**config.mk**
```make
export PLATFORM = sky130hd
export DESIGN_NAME = seq_det_ctrl_flat
export DESIGN_NICKNAME = d
export VERILOG_FILES = /design/src/rtl/seq_det_pkg.sv /design/src/rtl/seq_det_if.sv /design/src/rtl/seq_det_shift.sv /design/src/rtl/seq_det_ctrl.sv /design/src/flat_wrapper.sv
export SDC_FILE = /design/constraint.sdc
export NUM_CORES = 1
export LEC_CHECK = 0
export ABC_AREA = 1
export BUFFER_PORTS_ARGS = -buffer_cell sky130_fd_sc_hd__buf_4
export CORE_AREA = 2 2 70 72
export DETAILED_ROUTE_END_ITERATION = 6
export DIE_AREA = 0 0 72 74
export MAX_ROUTING_LAYER = met4
export SLEW_MARGIN = 20
export SYNTH_ARGS = -nofsm -noshare
export SYNTH_HDL_FRONTEND = slang
export SYNTH_SLANG_ARGS = --single-unit
export TNS_END_PERCENT = 30
```
**constraint.sdc**
```tcl
create_clock -name clk -period 2.4 [get_ports clk]
set_clock_uncertainty 0.15 [all_clocks]
set_input_delay 0.24 -clock clk [delete_from_list [all_inputs] [get_ports clk]]
set_output_delay 0.24 -clock clk [all_outputs]
set_load 0.1 [all_outputs]
```
**src/rtl/seq_det_pkg.sv**
```systemverilog
// seq_det_pkg: shared types and constants for the serial-pattern detector.
//   state_e          controller state encoding (IDLE / RUN / DONE)
//   DEFAULT_PATTERN  pattern loaded at reset
//   DEFAULT_LEN      pattern length loaded at reset (clamped to PAT_W by users)
package seq_det_pkg;

  typedef enum logic [1:0] {
    ST_IDLE = 2'd0,
    ST_RUN  = 2'd1,
    ST_DONE = 2'd2
  } state_e;

  localparam logic [3:0] DEFAULT_PATTERN = 4'b1010;
  localparam int         DEFAULT_LEN     = 4;

endpackage

```
**src/rtl/seq_det_if.sv**
```systemverilog
// seq_det_if: host/config and serial-bit bundle of the pattern detector.
//   master : drives cfg_valid/cfg_pattern/cfg_len/cfg_target, start, stop,
//            bit_valid, bit_in; observes cfg_ready, match, match_cnt, busy, done
//   slave  : the detector controller (opposite directions)
interface seq_det_if #(
  parameter int PAT_W = 4,
  parameter int CNT_W = 8,
  parameter int LEN_W = $clog2(PAT_W + 1)
);
  logic             cfg_valid;
  logic             cfg_ready;
  logic [PAT_W-1:0] cfg_pattern;
  logic [LEN_W-1:0] cfg_len;
  logic [CNT_W-1:0] cfg_target;
  logic             start;
  logic             stop;
  logic             bit_valid;
  logic             bit_in;
  logic             match;
  logic [CNT_W-1:0] match_cnt;
  logic             busy;
  logic             done;

  modport master (
    output cfg_valid, cfg_pattern, cfg_len, cfg_target, start, stop, bit_valid, bit_in,
    input  cfg_ready, match, match_cnt, busy, done
  );

  modport slave (
    input  cfg_valid, cfg_pattern, cfg_len, cfg_target, start, stop, bit_valid, bit_in,
    output cfg_ready, match, match_cnt, busy, done
  );
endinterface

```
**src/rtl/seq_det_shift.sv**
```systemverilog
// seq_det_shift: bit history, fill counter and masked pattern compare.
//   clk, clr   clock, async active-high reset
//   shift_en   accept bit_in into the history this cycle
//   restart    clear history and fill (wins over shift_en)
//   bit_in     serial data bit
//   pattern    pattern to match, bit[len-1] oldest
//   len        effective pattern length (already normalised to 1..PAT_W)
//   hit        combinational: history plus bit_in completes the pattern
module seq_det_shift import seq_det_pkg::*; #(
  parameter int PAT_W = 4,
  parameter int LEN_W = $clog2(PAT_W + 1)
) (
  input  logic             clk,
  input  logic             clr,
  input  logic             shift_en,
  input  logic             restart,
  input  logic             bit_in,
  input  logic [PAT_W-1:0] pattern,
  input  logic [LEN_W-1:0] len,
  output logic             hit
);

  logic [PAT_W-1:0] history_q, history_d;
  logic [LEN_W-1:0] fill_q, fill_d;
  logic [PAT_W-1:0] window;
  logic [PAT_W-1:0] mask;

  always_comb begin
    window = {history_q[PAT_W-2:0], bit_in};
    mask   = '0;
    for (int i = 0; i < PAT_W; i++) begin
      mask[i] = (i < int'(len));
    end
    // fill counts bits seen so far; the current bit supplies the last one
    hit = ((window & mask) == (pattern & mask)) && (int'(fill_q) >= int'(len) - 1);

    history_d = history_q;
    fill_d    = fill_q;
    if (restart) begin
      history_d = '0;
      fill_d    = '0;
    end else if (shift_en) begin
      history_d = window;
      if (int'(fill_q) < PAT_W) fill_d = fill_q + LEN_W'(1);
    end
  end

  always_ff @(posedge clk or posedge clr) begin
    if (clr) begin
      history_q <= '0;
      fill_q    <= '0;
    end else begin
      history_q <= history_d;
      fill_q    <= fill_d;
    end
  end

endmodule

```
**src/rtl/seq_det_ctrl.sv**
```systemverilog
// seq_det_ctrl: programmable serial-pattern detector controller.
//   clk, clr   clock, async active-high reset
//   bus        seq_det_if.slave: config handshake, start/stop, bit stream,
//              match (combinational), match_cnt, busy, done, cfg_ready
// Build option: SEQ_DET_OVERLAP_EN keeps history after a match so matches
// may overlap; otherwise detection restarts from an empty history.
//
// state   | meaning
// --------+---------------------------------------------------------
// IDLE    | waiting; config accepted, start enters RUN
// RUN     | shifting qualified bits, counting matches
// DONE    | target reached; config accepted, start re-enters RUN
module seq_det_ctrl import seq_det_pkg::*; #(
  parameter int PAT_W = 4,
  parameter int CNT_W = 8
) (
  input logic     clk,
  input logic     clr,
  seq_det_if.slave bus
);

  localparam int LEN_W = $clog2(PAT_W + 1);
  localparam logic [LEN_W-1:0] RST_LEN = LEN_W'((PAT_W < DEFAULT_LEN) ? PAT_W : DEFAULT_LEN);
  localparam logic [PAT_W-1:0] RST_PAT = PAT_W'(DEFAULT_PATTERN);
`ifdef SEQ_DET_OVERLAP_EN
  localparam bit OVERLAP = 1'b1;
`else
  localparam bit OVERLAP = 1'b0;
`endif

  state_e           state_q, state_d;
  logic [PAT_W-1:0] pattern_q, pattern_d;
  logic [LEN_W-1:0] len_q, len_d;
  logic [CNT_W-1:0] target_q, target_d;
  logic [CNT_W-1:0] cnt_q, cnt_d;
  logic             busy_q, busy_d;
  logic             done_q, done_d;
  logic             cfg_ready_q, cfg_ready_d;

  logic             cfg_accept;
  logic             run_entry;
  logic             bit_match;
  logic             shift_restart;
  logic             hit;
  logic [LEN_W-1:0] len_norm;

  seq_det_shift #(.PAT_W(PAT_W), .LEN_W(LEN_W)) u_shift (
    .clk      (clk),
    .clr      (clr),
    .shift_en ((state_q == ST_RUN) && bus.bit_valid),
    .restart  (shift_restart),
    .bit_in   (bus.bit_in),
    .pattern  (pattern_q),
    .len      (len_q),
    .hit      (hit)
  );

  always_comb begin
    if (bus.cfg_len == '0)                len_norm = LEN_W'(1);
    else if (int'(bus.cfg_len) > PAT_W)   len_norm = LEN_W'(PAT_W);
    else                                  len_norm = bus.cfg_len;

    // a config handshake swallows a simultaneous start
    cfg_accept    = bus.cfg_valid && (state_q != ST_RUN);
    run_entry     = (state_q != ST_RUN) && bus.start && !cfg_accept;
    bit_match     = (state_q == ST_RUN) && bus.bit_valid && hit;
    shift_restart = run_entry || (bit_match && !OVERLAP);

    state_d   = state_q;
    pattern_d = pattern_q;
    len_d     = len_q;
    target_d  = target_q;
    cnt_d     = cnt_q;

    case (state_q)
      ST_RUN: begin
        if (bus.stop) begin
          state_d = ST_IDLE;
        end else if (bit_match) begin
          cnt_d = (&cnt_q) ? cnt_q : cnt_q + CNT_W'(1);
          if ((target_q != '0) &&
              (({1'b0, cnt_q} + (CNT_W+1)'(1)) == {1'b0, target_q}))
            state_d = ST_DONE;
        end
      end
      default: begin
        if (cfg_accept) begin
          pattern_d = bus.cfg_pattern;
          len_d     = len_norm;
          target_d  = bus.cfg_target;
        end else if (bus.start) begin
          state_d = ST_RUN;
          cnt_d   = '0;
        end
      end
    endcase

    busy_d      = (state_d == ST_RUN);
    done_d      = (state_d == ST_DONE);
    cfg_ready_d = (state_d != ST_RUN);
  end

  always_ff @(posedge clk or posedge clr) begin
    if (clr) begin
      state_q     <= ST_IDLE;
      pattern_q   <= RST_PAT;
      len_q       <= RST_LEN;
      target_q    <= '0;
      cnt_q       <= '0;
      busy_q      <= 1'b0;
      done_q      <= 1'b0;
      cfg_ready_q <= 1'b1;
    end else begin
      state_q     <= state_d;
      pattern_q   <= pattern_d;
      len_q       <= len_d;
      target_q    <= target_d;
      cnt_q       <= cnt_d;
      busy_q      <= busy_d;
      done_q      <= done_d;
      cfg_ready_q <= cfg_ready_d;
    end
  end

  assign bus.match     = bit_match;
  assign bus.match_cnt = cnt_q;
  assign bus.busy      = busy_q;
  assign bus.done      = done_q;
  assign bus.cfg_ready = cfg_ready_q;

endmodule

```
**src/flat_wrapper.sv**
```systemverilog
// flat-port wrapper written by rule: the top's interface ports become plain ports
module seq_det_ctrl_flat import seq_det_pkg::*;
#(
  parameter int PAT_W = 4,
  parameter int CNT_W = 8
)
  (clk, clr, bus_cfg_valid, bus_cfg_pattern, bus_cfg_len, bus_cfg_target, bus_start, bus_stop, bus_bit_valid, bus_bit_in, bus_cfg_ready, bus_match, bus_match_cnt, bus_busy, bus_done);
  seq_det_if #(.PAT_W(PAT_W), .CNT_W(CNT_W)) bus_i ();
  input logic clk;
  input logic clr;
  input wire logic [$bits(bus_i.cfg_valid)-1:0] bus_cfg_valid;
  input wire logic [$bits(bus_i.cfg_pattern)-1:0] bus_cfg_pattern;
  input wire logic [$bits(bus_i.cfg_len)-1:0] bus_cfg_len;
  input wire logic [$bits(bus_i.cfg_target)-1:0] bus_cfg_target;
  input wire logic [$bits(bus_i.start)-1:0] bus_start;
  input wire logic [$bits(bus_i.stop)-1:0] bus_stop;
  input wire logic [$bits(bus_i.bit_valid)-1:0] bus_bit_valid;
  input wire logic [$bits(bus_i.bit_in)-1:0] bus_bit_in;
  output wire logic [$bits(bus_i.cfg_ready)-1:0] bus_cfg_ready;
  output wire logic [$bits(bus_i.match)-1:0] bus_match;
  output wire logic [$bits(bus_i.match_cnt)-1:0] bus_match_cnt;
  output wire logic [$bits(bus_i.busy)-1:0] bus_busy;
  output wire logic [$bits(bus_i.done)-1:0] bus_done;
  assign bus_i.cfg_valid = bus_cfg_valid;
  assign bus_i.cfg_pattern = bus_cfg_pattern;
  assign bus_i.cfg_len = bus_cfg_len;
  assign bus_i.cfg_target = bus_cfg_target;
  assign bus_i.start = bus_start;
  assign bus_i.stop = bus_stop;
  assign bus_i.bit_valid = bus_bit_valid;
  assign bus_i.bit_in = bus_bit_in;
  assign bus_cfg_ready = bus_i.cfg_ready;
  assign bus_match = bus_i.match;
  assign bus_match_cnt = bus_i.match_cnt;
  assign bus_busy = bus_i.busy;
  assign bus_done = bus_i.done;
  seq_det_ctrl #(.PAT_W(PAT_W), .CNT_W(CNT_W)) u_core (.clk(clk), .clr(clr), .bus(bus_i));
endmodule
```
Word-level counts from Yosys, hierarchy flattened

Index checks and enable logic that the tools add are counted.

Muxes and demuxes: 19
Bitwise gates (word level): 3
Equal/unequal tests: 11
Order comparisons: 7
Add/subtract/negate cells: 4
Reduce and logical (&&, ||, !) cells: 18

Operators with widths:

| cell                                                                        | number |
|---|---|
| 8-bit two-way mux                                                           | 6 |
| 3-bit two-way mux                                                           | 7 |
| 2-bit two-way mux                                                           | 6 |
| 8-bit by 1-bit adder with 9-bit output, second input constant               | 1 |
| 9-bit by 8-bit == test with 1-bit output                                    | 1 |
| 8-bit by 1-bit adder with 8-bit output, second input constant               | 1 |
| 4-bit AND                                                                   | 2 |
| 2-bit inequality test, second input constant                                | 4 |
| 8-bit AND reduction                                                         | 1 |
| 8-bit nonzero test                                                          | 1 |
| 1-bit logical AND                                                           | 7 |
| 1-bit by 3-bit less-than comparator with 1-bit output, first input constant | 2 |
| 2-bit by 3-bit less-than comparator with 1-bit output, first input constant | 2 |
| 2-bit nonzero test                                                          | 3 |
| 5-bit AND reduction                                                         | 1 |
| 2-bit by 1-bit == test with 1-bit output, second input constant             | 2 |
| 4-bit == test                                                               | 1 |
| 4-bit >= comparator                                                         | 1 |
| 2-bit by 1-bit inequality test with 1-bit output, second input constant     | 2 |
| 2-bit AND reduction                                                         | 2 |
| 3-bit by 1-bit subtractor with 4-bit output, second input constant          | 1 |
| 3-bit by 1-bit adder with 3-bit output, second input constant               | 1 |
| 3-bit > comparator, second input constant                                   | 1 |
| 3-bit zero test                                                             | 1 |
| 5 further kinds                                                             | 5 |

Bits in registers: 34
Output and inout port bits: 12
Bits of input ports: 22
Word-level logic and storage cells: 72

Depth between registers and ports, before layout

Gate-level depths: netlist of the first run.

Depth in word-level cells: 9
Gate-level depth with buffers: 16
Gate-level depth less buffers: 16

Hierarchy

From an unflattened synthesis of the first run, not the netlist that was laid out.

Cells, all modules: 289
Area total of the unflattened synthesis: 2038.2 µm²

Modules (own cells, without submodules):

| module        | area each (µm²) | sequential area each (µm²) | cells an instance | instances |
|---|---|---|---|---|
| seq_det_ctrl  | 1537.7          | 705.7                      | 213               | 1 |
| seq_det_shift | 500.5           | 150.1                      | 76                | 1 |

Worst setup path after synthesis of the first run

OpenSTA, ideal clock, no wires.

Path type: register to register
Start: register u_core.cnt_q[1], in the netlist u_core.bus.match_cnt[1]
End: register u_core.busy_q, in the netlist u_core.bus.busy
Path buffers: 0
Required time: 2.132 ns
Stages on the path, launching flop included: 13
Setup slack: -0.038 ns
Arrival: 2.170 ns
Clock period less this slack: 2.438 ns
Cell sequence: dfrtp_1 > ha_1 > nand2_1 > inv_1 > nand3_1 > nand2_1 > nand2_1 > nand2_1 > nand3_1 > nor2_1 > nand2_1 > a21oi_1 > nor2_1

Longest elaborated chain between the ends: 8

Ends and longest elaborated chain:

| element                                  | line                | source |
|---|---|---|
| start: declaration                       | seq_det_ctrl.sv:35  | `logic [CNT_W-1:0] cnt_q, cnt_d;` |
| start signal: assignment                 | seq_det_ctrl.sv:118 | `cnt_q <= cnt_d;` |
| 8-bit by 1-bit adder with 9-bit output   | seq_det_ctrl.sv:82  | `(({1'b0, cnt_q} + (CNT_W+1)'(1)) == {1'b0, target_q}))` |
| 9-bit by 8-bit == test with 1-bit output | seq_det_ctrl.sv:82  |  |
| 1-bit logical AND                        | seq_det_ctrl.sv:81  | `if ((target_q != '0) &&` |
| 2-bit two-way mux                        | seq_det_ctrl.sv:81  |  |
| 2-bit two-way mux                        | seq_det_ctrl.sv:79  | `end else if (bit_match) begin` |
| 2-bit two-way mux                        | seq_det_ctrl.sv:77  | `if (bus.stop) begin` |
| 2-bit two-way mux                        | seq_det_ctrl.sv:75  | `case (state_q)` |
| 2-bit by 1-bit == test with 1-bit output | seq_det_ctrl.sv:98  | `busy_d = (state_d == ST_RUN);` |
| via u_core.busy_d                        | seq_det_ctrl.sv:36  | `logic busy_q, busy_d;` |
| end signal: assignment                   | seq_det_ctrl.sv:119 | `busy_q <= busy_d;` |
| end: declaration                         | seq_det_ctrl.sv:36  |  |

The timed path passes the listed nets, and every way through them passes these cells.
A chain may end at the register's enable or synchronous reset.

Worst setup path in the final report of the first run

Start: register u_core.len_q[0]
End: output port bus_match

Longest elaborated chain between the ends: 5
Elaborated cells on any way between the ends: 11
Classes of those cells: 1 x add/sub; 5 x order compare; 1 x eq/ne; 2 x bitwise; 2 x reduce/logical

Ends and longest elaborated chain:

| element                                                                             | line                | source |
|---|---|---|
| start: declaration                                                                  | seq_det_ctrl.sv:33  | `logic [LEN_W-1:0] len_q, len_d;` |
| start signal: assignment                                                            | seq_det_ctrl.sv:116 | `len_q <= len_d;` |
| branches (longest 3 deep; another with 3-bit by 1-bit subtractor with 4-bit output) | --                  |  |
| 1-bit logical AND (*)                                                               | seq_det_shift.sv:35 | `hit = ((window & mask) == (pattern & mask)) && (int'(fill_q) >= int'(len) - 1);` |
| 1-bit logical AND (*)                                                               | seq_det_ctrl.sv:66  | `bit_match = (state_q == ST_RUN) && bus.bit_valid && hit;` |
| end: declaration                                                                    | flat_wrapper.sv:20  | `output wire logic [$bits(bus_i.match)-1:0] bus_match;` |

Mark *: on every way between the ends.

==> results.cfg, run 1 <==
[run_status]
outcome = finished clean

[drt]
dr_wl_met2_um = 2240
met1Wirelength_um = 2060
drt_wl_cell_um = 12.2
drtPass1Iterations = 4
detailedRoute.firstIterationViolations = 126
met3_wirelength_um = 177
drcViolationCount = 0
topRoutingLayerUsed = met4
detail_route.wirelength_um = 4550
ant_nets = 0
vias_per_cell = 4.87
num_vias = 1820

[worst_setup_path]
r2r_cells = 15
worstReg2RegEnd = u_core.bus.done
timing.critical_path.fanout_max = 4
setup.worst_path.start = u_core.len_q[0]
capturing_instance_or_port_of_the_critical_path = bus_match
rrSetupSlack_ns = 0.15
worstSetupStartpointType = flop
worst_ep_required_time_ns = 2.01
endpoint_kind = output pin
reg2reg_from = u_core.len_q[0]
crit_arrival_ns = 1.92
timing_worst_setup_path_type = flop to output pin

[global_route]
grt_first_pass_wirelength_um = 7600
global_route.overflow_total = 0
grt_util_all_layers = 0.192
first_global_vias = 1725
antenna_found_initial = 0
grt_max_degree = 35

[job]
cap_viol_max_count = 0

[clock_tree]
clock_sinks = 34
clk-insertion-delay-late_ns = 0.29
clock_path_buffers = 2
cts_inserted_buffers = 5
htree_levels = 2
cts_tree = built
cts.reportedPaths.clkPinSlew_ns = 0.07
cts_root_buf = clkbuf_8

[timing]
measured_slew_at_the_worst_slew_check_pin_ns = 0.481
timing.final.max_slew_violations = 0
report.final.hold_viol_count = 0
setup_tns_ns = 0
finalSetupViolations = 0
fmaxAchievable_mhz = 432
period_minus_slack_ns = 2.31
post-route-period-util = 0.964
worst_slew_margin_rel = 0.677

[cells_and_area]
mostFrequentLayoutCell = nand2_1
area_of_combinational_cells_with_multiple_inputs_sq_um = 976
stdcell_area_sq_mm = 0.00255
drive_above_1_share = 0.241
layout.area.seq_sq_um = 858
antennaDiodeCount = 0
final_nets = 349
fillerInstances = 454
areaGrowthSynthToFinish_pct = 29.4
highest_count_cells_in_the_layout_ignoring_fill_and_taps = nand2_1, buf_4, inv_1

[floorplanning]
placement_rows = 25
placeableCoreArea_sq_mm = 0.00460
die-height_um = 74
dieArea_sq_mm = 0.00533
chipWidth_um = 72
initial_cell_density_of_the_core = 0.429
io_pins = 34

[logic_synthesis]
post_synth.cell_area_avg_sq_um = 7.42
yosysWarnings = 0
mappedNetlistNets = 296
ys_ff_latch = 34
synthesis.area_sq_mm = 0.00197
synthesized_instance_count = 266
ys_seq_area_frac = 0.433
synth.lib_cells_used.distinct = 23

[place]
portBuffers = 33
placed_cell_area_sq_mm = 0.00230
globalplace.congestion = 0.872
dpl.hpwl_um = 3210

[power_and_ir_drop]
vdd_ir_drop_max_uv = 615
power.leakage_nw = 1.28
powerDensity_mw_per_mm2 = 1390

[min_path]
min_path_type = input port to flop
## sequential cells by signal, indices dropped and copies added, names as in the netlist
| signal | flops |
|---|---|
| u_core.bus.busy | 1 |
| u_core.bus.cfg_ready | 1 |
| u_core.len_q | 3 |
| u_core.pattern_q | 4 |
| u_core.u_shift.history_q | 3 |
| u_core.bus.match_cnt | 8 |
| u_core.bus.done | 1 |
| u_core.u_shift.fill_q | 3 |
| u_core.state_q | 2 |
| u_core.target_q | 8 |
## logic make-up after synthesis
logic type / after synthesis / synth area share
compound gates: 38 / 0.106
xor+xnor: 3 / 0.0133
fa+ha+maj: 8 / 0.0507
buf+inv: 44 / 0.0913
flops: 34 / 0.433
simple gates: 139 / 0.305
## worst max-delay path, cell delays in order (launching register included)
cell	delay [ns]
dfrtp_1	0.39
inv_2	0.11
ha_4	0.15
ha_4	0.19
ha_1	0.26
nand2_1	0.05
nand2_1	0.06
nand2_1	0.05
nand2_1	0.07
nand2_2	0.06
inv_2	0.07
buf_12	0.17
## how the worst min path moves through the flow
stage | startpoint | end | slack, ns | cells after the start
detailed placement | clr | u_core.bus.done | 0.23 | 3
global route | bus_cfg_target[1] | u_core.target_q[1] | 0.03 | 3
finish | bus_cfg_target[2] | u_core.target_q[2] | 0.009 | 3
floorplan | bus_cfg_pattern[1] | u_core.pattern_q[1] | 0.19 | 2
CTS | bus_cfg_target[2] | u_core.target_q[2] | 0.003 | 3
global placement | clr | u_core.bus.done | 0.22 | 3
## synth_stat cells
master / n / area share
a21oi_4: 1 / 0.0082
o21ai_1: 1 / 0.0025
nand2_1: 82 / 0.16
inv_2: 2 / 0.0038
buf_6: 2 / 0.011
nand3_1: 24 / 0.061
dfstp_2: 4 / 0.053
o21ai_2: 2 / 0.0089
a21oi_1: 13 / 0.033
nor2_2: 5 / 0.016
nand4_1: 1 / 0.0032
or2_1: 1 / 0.0032
nand2_2: 6 / 0.019
or2_2: 1 / 0.0032
nor2_1: 18 / 0.034
ha_1: 8 / 0.051
xor2_1: 1 / 0.0044
dfrtp_1: 30 / 0.38
xnor2_1: 2 / 0.0089
inv_1: 38 / 0.072
clkbuf_1: 2 / 0.0038
nor2_8: 1 / 0.010
o21ai_0: 21 / 0.053
## metal layers
layer,GRT usage,up-vias
li1,-,942
met2,0.324,39
met4,0.0650,0
met1,0.235,831
met3,0.0325,8
met5,-,-
## timing repair
action                     in CTS  in global routing
hold endpoints to repair       38                  0
buffers inserted                2                  2
hold buffers                    9                  0
setup endpoints to repair       1                 15
pin swaps                       1                  3
resized for setup               4                  8
## through the flow
stage	setup slack [ns]	cells	util	total power, W	hold WS [ns]
2_1_floorplan	0.00825	266	-	0.00255	0.186
3_3_place_gp	0.192	353	0.501	0.00298	0.222
3_5_place_dp	0.100	353	0.501	0.00300	0.228
4_1_cts	0.00441	372	0.544	0.00347	0.00325
5_1_grt	-0.00276	374	0.556	0.00384	0.0279
6_report	0.0870	374	0.556	0.00354	0.00937
## layout make-up
| class | count | share of cell area |
|---|---|---|
| flip-flops and latches | 34 | 0.336 |
| multi-input cells | 188 | 0.382 |
| repair buffers | 50 | 0.166 |
| clock buffers | 8 | 0.0313 |
| inverters | 40 | 0.0588 |
| well taps | 54 | 0.0264 |
## where the power goes
part / internal (W) / switching, W
logic: 0.000669 / 0.00139
registers: 0.000846 / 0.000220
clock network: 0.000206 / 0.000208
total: 0.00172 / 0.00182
Power figures use the tool's default switching activity.
==> inputs of run 2 (changes only) <==
--- a/config.mk
+++ b/config.mk
@@ -11,6 +11,7 @@
 export DETAILED_ROUTE_END_ITERATION = 6
 export DIE_AREA = 0 0 72 74
 export MAX_ROUTING_LAYER = met4
+export RECOVER_POWER = 25
 export SLEW_MARGIN = 20
 export SYNTH_ARGS = -nofsm -noshare
 export SYNTH_HDL_FRONTEND = slang
==> results.cfg, run 2 (synthesis results as in run 1) <==
[run_status]
outcome = finished clean

[cells_and_area]
final_nets = 349
layout.area.seq_sq_um = 858
layoutNonFillerInstCount = 374
antennaDiodeCount = 0
area_of_combinational_cells_with_multiple_inputs_sq_um = 976
fillerInstances = 454
mostFrequentLayoutCell = nand2_1
areaGrowthSynthToFinish_pct = 29.3
drive_above_1_share = 0.241
highest_count_cells_in_the_layout_ignoring_fill_and_taps = nand2_1, buf_4, inv_1

[job]
cap_viol_max_count = 0

[worst_setup_path]
rrSetupSlack_ns = 0.15
endpoint_kind = output pin
worstSetupStartpointType = flop
crit_arrival_ns = 1.92
path_depth = 11
timing.critical_path.mode_cell = nand2_1
worst_path_dominant_cell_family = adder cells
timing_worst_setup_path_type = flop to output pin
crit_path_max_incr_delay_ns = 0.39
worstReg2RegEnd = u_core.bus.done
reg2reg_from = u_core.len_q[0]
worst_ep_required_time_ns = 2.01
timing.critical_path.buf_inv = 3
timing.critical_path.fanout_max = 4
sequence_of_cells_on_the_critical_path = inv_2, ha_4, ha_4, ha_1, nand2_1, nand2_1, nand2_1, nand2_1, nand2_2, inv_2, buf_12
r2r_cells = 15
critPathSlowestCell = dfrtp_1

[clock_tree]
clk-insertion-delay-late_ns = 0.29
cts.reportedPaths.clkPinSlew_ns = 0.07
cts_inserted_buffers = 5
clock_path_buffers = 2
htree_levels = 2
clock_sinks = 34
cts_tree = built
cts_root_buf = clkbuf_8

[global_route]
first_global_vias = 1725
grt_util_all_layers = 0.192
grt_max_degree = 35
grtUsageMet3 = 0.0325
grt_first_pass_wirelength_um = 7600
gr-usage-met1 = 0.235
global_route.overflow_total = 0
grt_most_used_layer = met2
globalRouteMet2Util = 0.324
antenna_found_initial = 0

[min_path]
hold_path_startpoint = bus_cfg_target[2]
whs_endpoint = u_core.target_q[2]
min_path_type = input port to flop
worstHoldPathCells = 3

[timing]
measured_slew_at_the_worst_slew_check_pin_ns = 0.869
finalSetupViolations = 0
setup_tns_ns = 0
worst_slew_margin_rel = 0.421
report.final.hold_viol_count = 0
timing.final.max_slew_violations = 0
post-route-period-util = 0.964
period_minus_slack_ns = 2.31
hold_slack_ns = 0.00935
fmaxAchievable_mhz = 432

[place]
portBuffers = 33
place.detailed.instances = 353
dpl.hpwl_um = 3210
globalplace.congestion = 0.872

[drt]
num_vias = 1821
vias_per_cell = 4.87
drcViolationCount = 0
detail_route.wirelength_um = 4550
ant_nets = 0
drtPass1Iterations = 4
detailedRoute.firstIterationViolations = 122
drt_wl_cell_um = 12.2

[floorplanning]
placeableCoreArea_sq_mm = 0.00460
io_pins = 34
initial_cell_density_of_the_core = 0.429
dieArea_sq_mm = 0.00533
chipWidth_um = 72
placement_rows = 25
die-height_um = 74

[power_and_ir_drop]
powerDensity_mw_per_mm2 = 1390
design_power_total_w = 0.00354
vdd_ir_drop_max_uv = 615
power.leakage_nw = 1.28
==> run 2: per-layer routing <==
layer	up-vias	wire length (um)
met5	-	0
met4	0	71
met3	8	177
met2	39	2240
met1	832	2060
li1	942	-
==> run 2: worst reg2reg max path: stages (launching register included) <==
cell and delay, ns:
dfrtp_1 0.39, inv_2 0.11, ha_4 0.15, ha_4 0.19, ha_1 0.26, nand2_1 0.05
nand2_1 0.06, nand2_1 0.05, nand2_1 0.07, nand2_2 0.06, buf_4 0.15, nor2_1 0.14
nand3_1 0.11, nand2_2 0.10, inv_1 0.05, nor2_1 0.09
==> run 2: how the worst max path moves through the flow <==
| stage | startpoint | endpoint | slack, ns |
|---|---|---|---|
| after floorplan | u_core.len_q[0] | bus_match | 0.008 |
| after global placement | u_core.len_q[0] | bus_match | 0.19 |
| after detailed placement | u_core.len_q[0] | u_core.u_shift.history_q[2] | 0.10 |
| after CTS | u_core.len_q[2] | bus_match | 0.004 |
| after global routing | u_core.len_q[0] | bus_match | -0.003 |
| final | u_core.len_q[0] | bus_match | 0.09 |
==> run 2: cell type report <==
| type | count | share of cell area |
|---|---|---|
| multi-input combinational | 188 | 0.382 |
| sequential | 34 | 0.336 |
| timing repair buffer | 50 | 0.165 |
| inverter | 40 | 0.0588 |
| clock buffer | 8 | 0.0314 |
| tap | 54 | 0.0265 |
==> run 2: repair_timing <==
item                       4_1_cts  5_1_grt
setup endpoints to repair        1       15
gates resized for setup          4        8
setup buffers                    2        2
pin swaps                        1        3
hold buffers                     9        0
hold endpoints to repair        38        0
==> run 2: through the flow <==
stage               instance area (sq um)  utilization  setup slack [ns]
floorplan                            1980            -           0.00825
global placement                     2300        0.501             0.192
detailed placement                   2300        0.501             0.100
CTS                                  2500        0.544           0.00441
global route                         2550        0.555          -0.00276
finish                               2550        0.555            0.0869
==> run 2: power by group <==
part	total (W)	switching, W	internal, W
clock network	0.000415	0.000208	0.000206
logic	0.00206	0.00139	0.000668
registers	0.00107	0.000220	0.000846
==> inputs of run 3 (changes only) <==
--- a/config.mk
+++ b/config.mk
@@ -6,12 +6,13 @@
 export NUM_CORES = 1
 export LEC_CHECK = 0
 export ABC_AREA = 1
-export BUFFER_PORTS_ARGS = -buffer_cell sky130_fd_sc_hd__buf_4
 export CORE_AREA = 2 2 70 72
 export DETAILED_ROUTE_END_ITERATION = 6
 export DIE_AREA = 0 0 72 74
+export DONT_BUFFER_PORTS = 1
 export MAX_ROUTING_LAYER = met4
 export RECOVER_POWER = 25
+export SETUP_SLACK_MARGIN = 0.15
 export SLEW_MARGIN = 20
 export SYNTH_ARGS = -nofsm -noshare
 export SYNTH_HDL_FRONTEND = slang
==> results.cfg, run 3 (synthesis results as in run 1) <==
[floorplanning]
chipWidth_um = 72
initial_cell_density_of_the_core = 0.429
placeableCoreArea_sq_mm = 0.00460
die-height_um = 74
placement_rows = 25
dieArea_sq_mm = 0.00533
io_pins = 34

[timing]
timing.final.max_slew_violations = 0
measured_slew_at_the_worst_slew_check_pin_ns = 0.875
worst_slew_margin_rel = 0.417
period_minus_slack_ns = 2.30
report.final.hold_viol_count = 0
post-route-period-util = 0.960
rsz0062_at_grt = yes
hold_slack_ns = 0.0602
setup_tns_ns = 0
finalSetupViolations = 0
fmaxAchievable_mhz = 434

[clock_tree]
clock_path_buffers = 2
cts_inserted_buffers = 5
clk-insertion-delay-late_ns = 0.29
clock_sinks = 34
cts_root_buf = clkbuf_8
cts_tree = built
cts.reportedPaths.clkPinSlew_ns = 0.07
htree_levels = 2

[worst_setup_path]
reg2reg_from = u_core.len_q[2]
sequence_of_cells_on_the_critical_path = inv_4, ha_4, ha_4, nand2_1, nand2_1, nand2_1, nand2_2, nand2_4, clkinvlp_4, buf_12
worst_path_dominant_cell_family = flip-flops
critPathSlowestCell = dfstp_2
timing_worst_setup_path_type = flop to output pin
timing.critical_path.fanout_max = 2
setup.worst_path.start = u_core.len_q[2]
crit_path_max_incr_delay_ns = 0.56
worstSetupStartpointType = flop
timing.critical_path.mode_cell = nand2_1
crit_arrival_ns = 1.91
timing.critical_path.buf_inv = 3
worst_ep_required_time_ns = 2.01
endpoint_kind = output pin

[min_path]
min_path_type = input port to flop
hold_path_startpoint = bus_cfg_valid

[cells_and_area]
stdcell_area_sq_mm = 0.00255
antennaDiodeCount = 0
highest_count_cells_in_the_layout_ignoring_fill_and_taps = nand2_1, inv_1, dfrtp_1
drive_above_1_share = 0.225
final_util = 0.555
final_nets = 337
areaGrowthSynthToFinish_pct = 29.2
mostFrequentLayoutCell = nand2_1

[global_route]
grt_first_pass_wirelength_um = 7910
global_route.overflow_total = 0
grt_max_degree = 35
first_global_vias = 1835
grt_util_all_layers = 0.203
antenna_found_initial = 0

[drt]
drt_wl_cell_um = 13.2
detailedRoute.firstIterationViolations = 123
drcViolationCount = 0
ant_nets = 0
vias_per_cell = 5.09
drtPass1Iterations = 4
num_vias = 1838
detail_route.wirelength_um = 4770

[power_and_ir_drop]
power.leakage_nw = 1.22
design_power_total_w = 0.00371
powerDensity_mw_per_mm2 = 1450
vdd_ir_drop_max_uv = 822

[place]
portBuffers = 0
placed_cell_area_sq_mm = 0.00214
dpl.hpwl_um = 3130
globalplace.congestion = 0.851

[run_status]
outcome = finished clean

[job]
cap_viol_max_count = 0
==> run 3: cell count changes in the layout (fill, tap and decap cells not counted), moves of 2 or more <==
cell | before | now
buf_4 | 37 | 16
dfrtp_1 | 28 | 25
dfrtp_2 | 2 | 5
dlygate4sd3_1 | 9 | 18
ha_1 | 5 | 3
ha_4 | 3 | 5
inv_2 | 6 | 4
nand2_1 | 82 | 78
nand2_2 | 6 | 9
nor2_1 | 18 | 15
nor2_2 | 5 | 7
==> run 3: area by class of cell <==
type	instances	area, sq um
fill	427	2050
timing repair buffer	38	357
clock buffer	7	76.3
multi-input combinational	188	1030
sequential	34	862
tap	54	67.6
inverter	40	156
==> run 3: layer usage <==
layer,track usage,wire length [um],vias up
met5,-,0,-
met4,0.105,85,0
met3,0.0515,227,9
met2,0.338,2380,49
met1,0.228,2080,869
li1,-,-,911
==> run 3: timing repair <==
item,CTS,global route
resized for setup,11,11
hold endpoints to repair,46,0
pin swaps,5,7
setup endpoints to repair,1,17
setup buffers,5,2
hold buffers,18,0
==> run 3: power breakdown <==
group / internal (W) / total (W) / switching (W)
registers: 0.000852 / 0.00122 / 0.000367
logic: 0.000732 / 0.00208 / 0.00135
clock network: 0.000200 / 0.000406 / 0.000207
==> run 3: final timing paths <==
path	end	slack, ns	depth (start not counted)
min in group asynchronous	u_core.u_shift.fill_q[2]	0.51	3
max in group asynchronous	u_core.bus.match_cnt[1]	0.99	3
min	u_core.state_q[1]	0.06	4
min reg2reg	u_core.pattern_q[1]	0.32	2
max	bus_match	0.1	10
max reg2reg	u_core.bus.match_cnt[2]	0.19	13
==> run 3: stage by stage <==
stage | worst slack [ns] | std cells
final | 0.0968 | 361
after global routing | 0.0389 | 361
after global placement | 0.193 | 329
after detailed placement | 0.156 | 329
after floorplan | 0.143 | 266
after CTS | 0.0963 | 359
==> run 3: worst min-delay path, stage by stage <==
cell and delay, ns:
nor2_1 0.02, inv_1 0.06, nand2_1 0.06, nand2_2 0.07
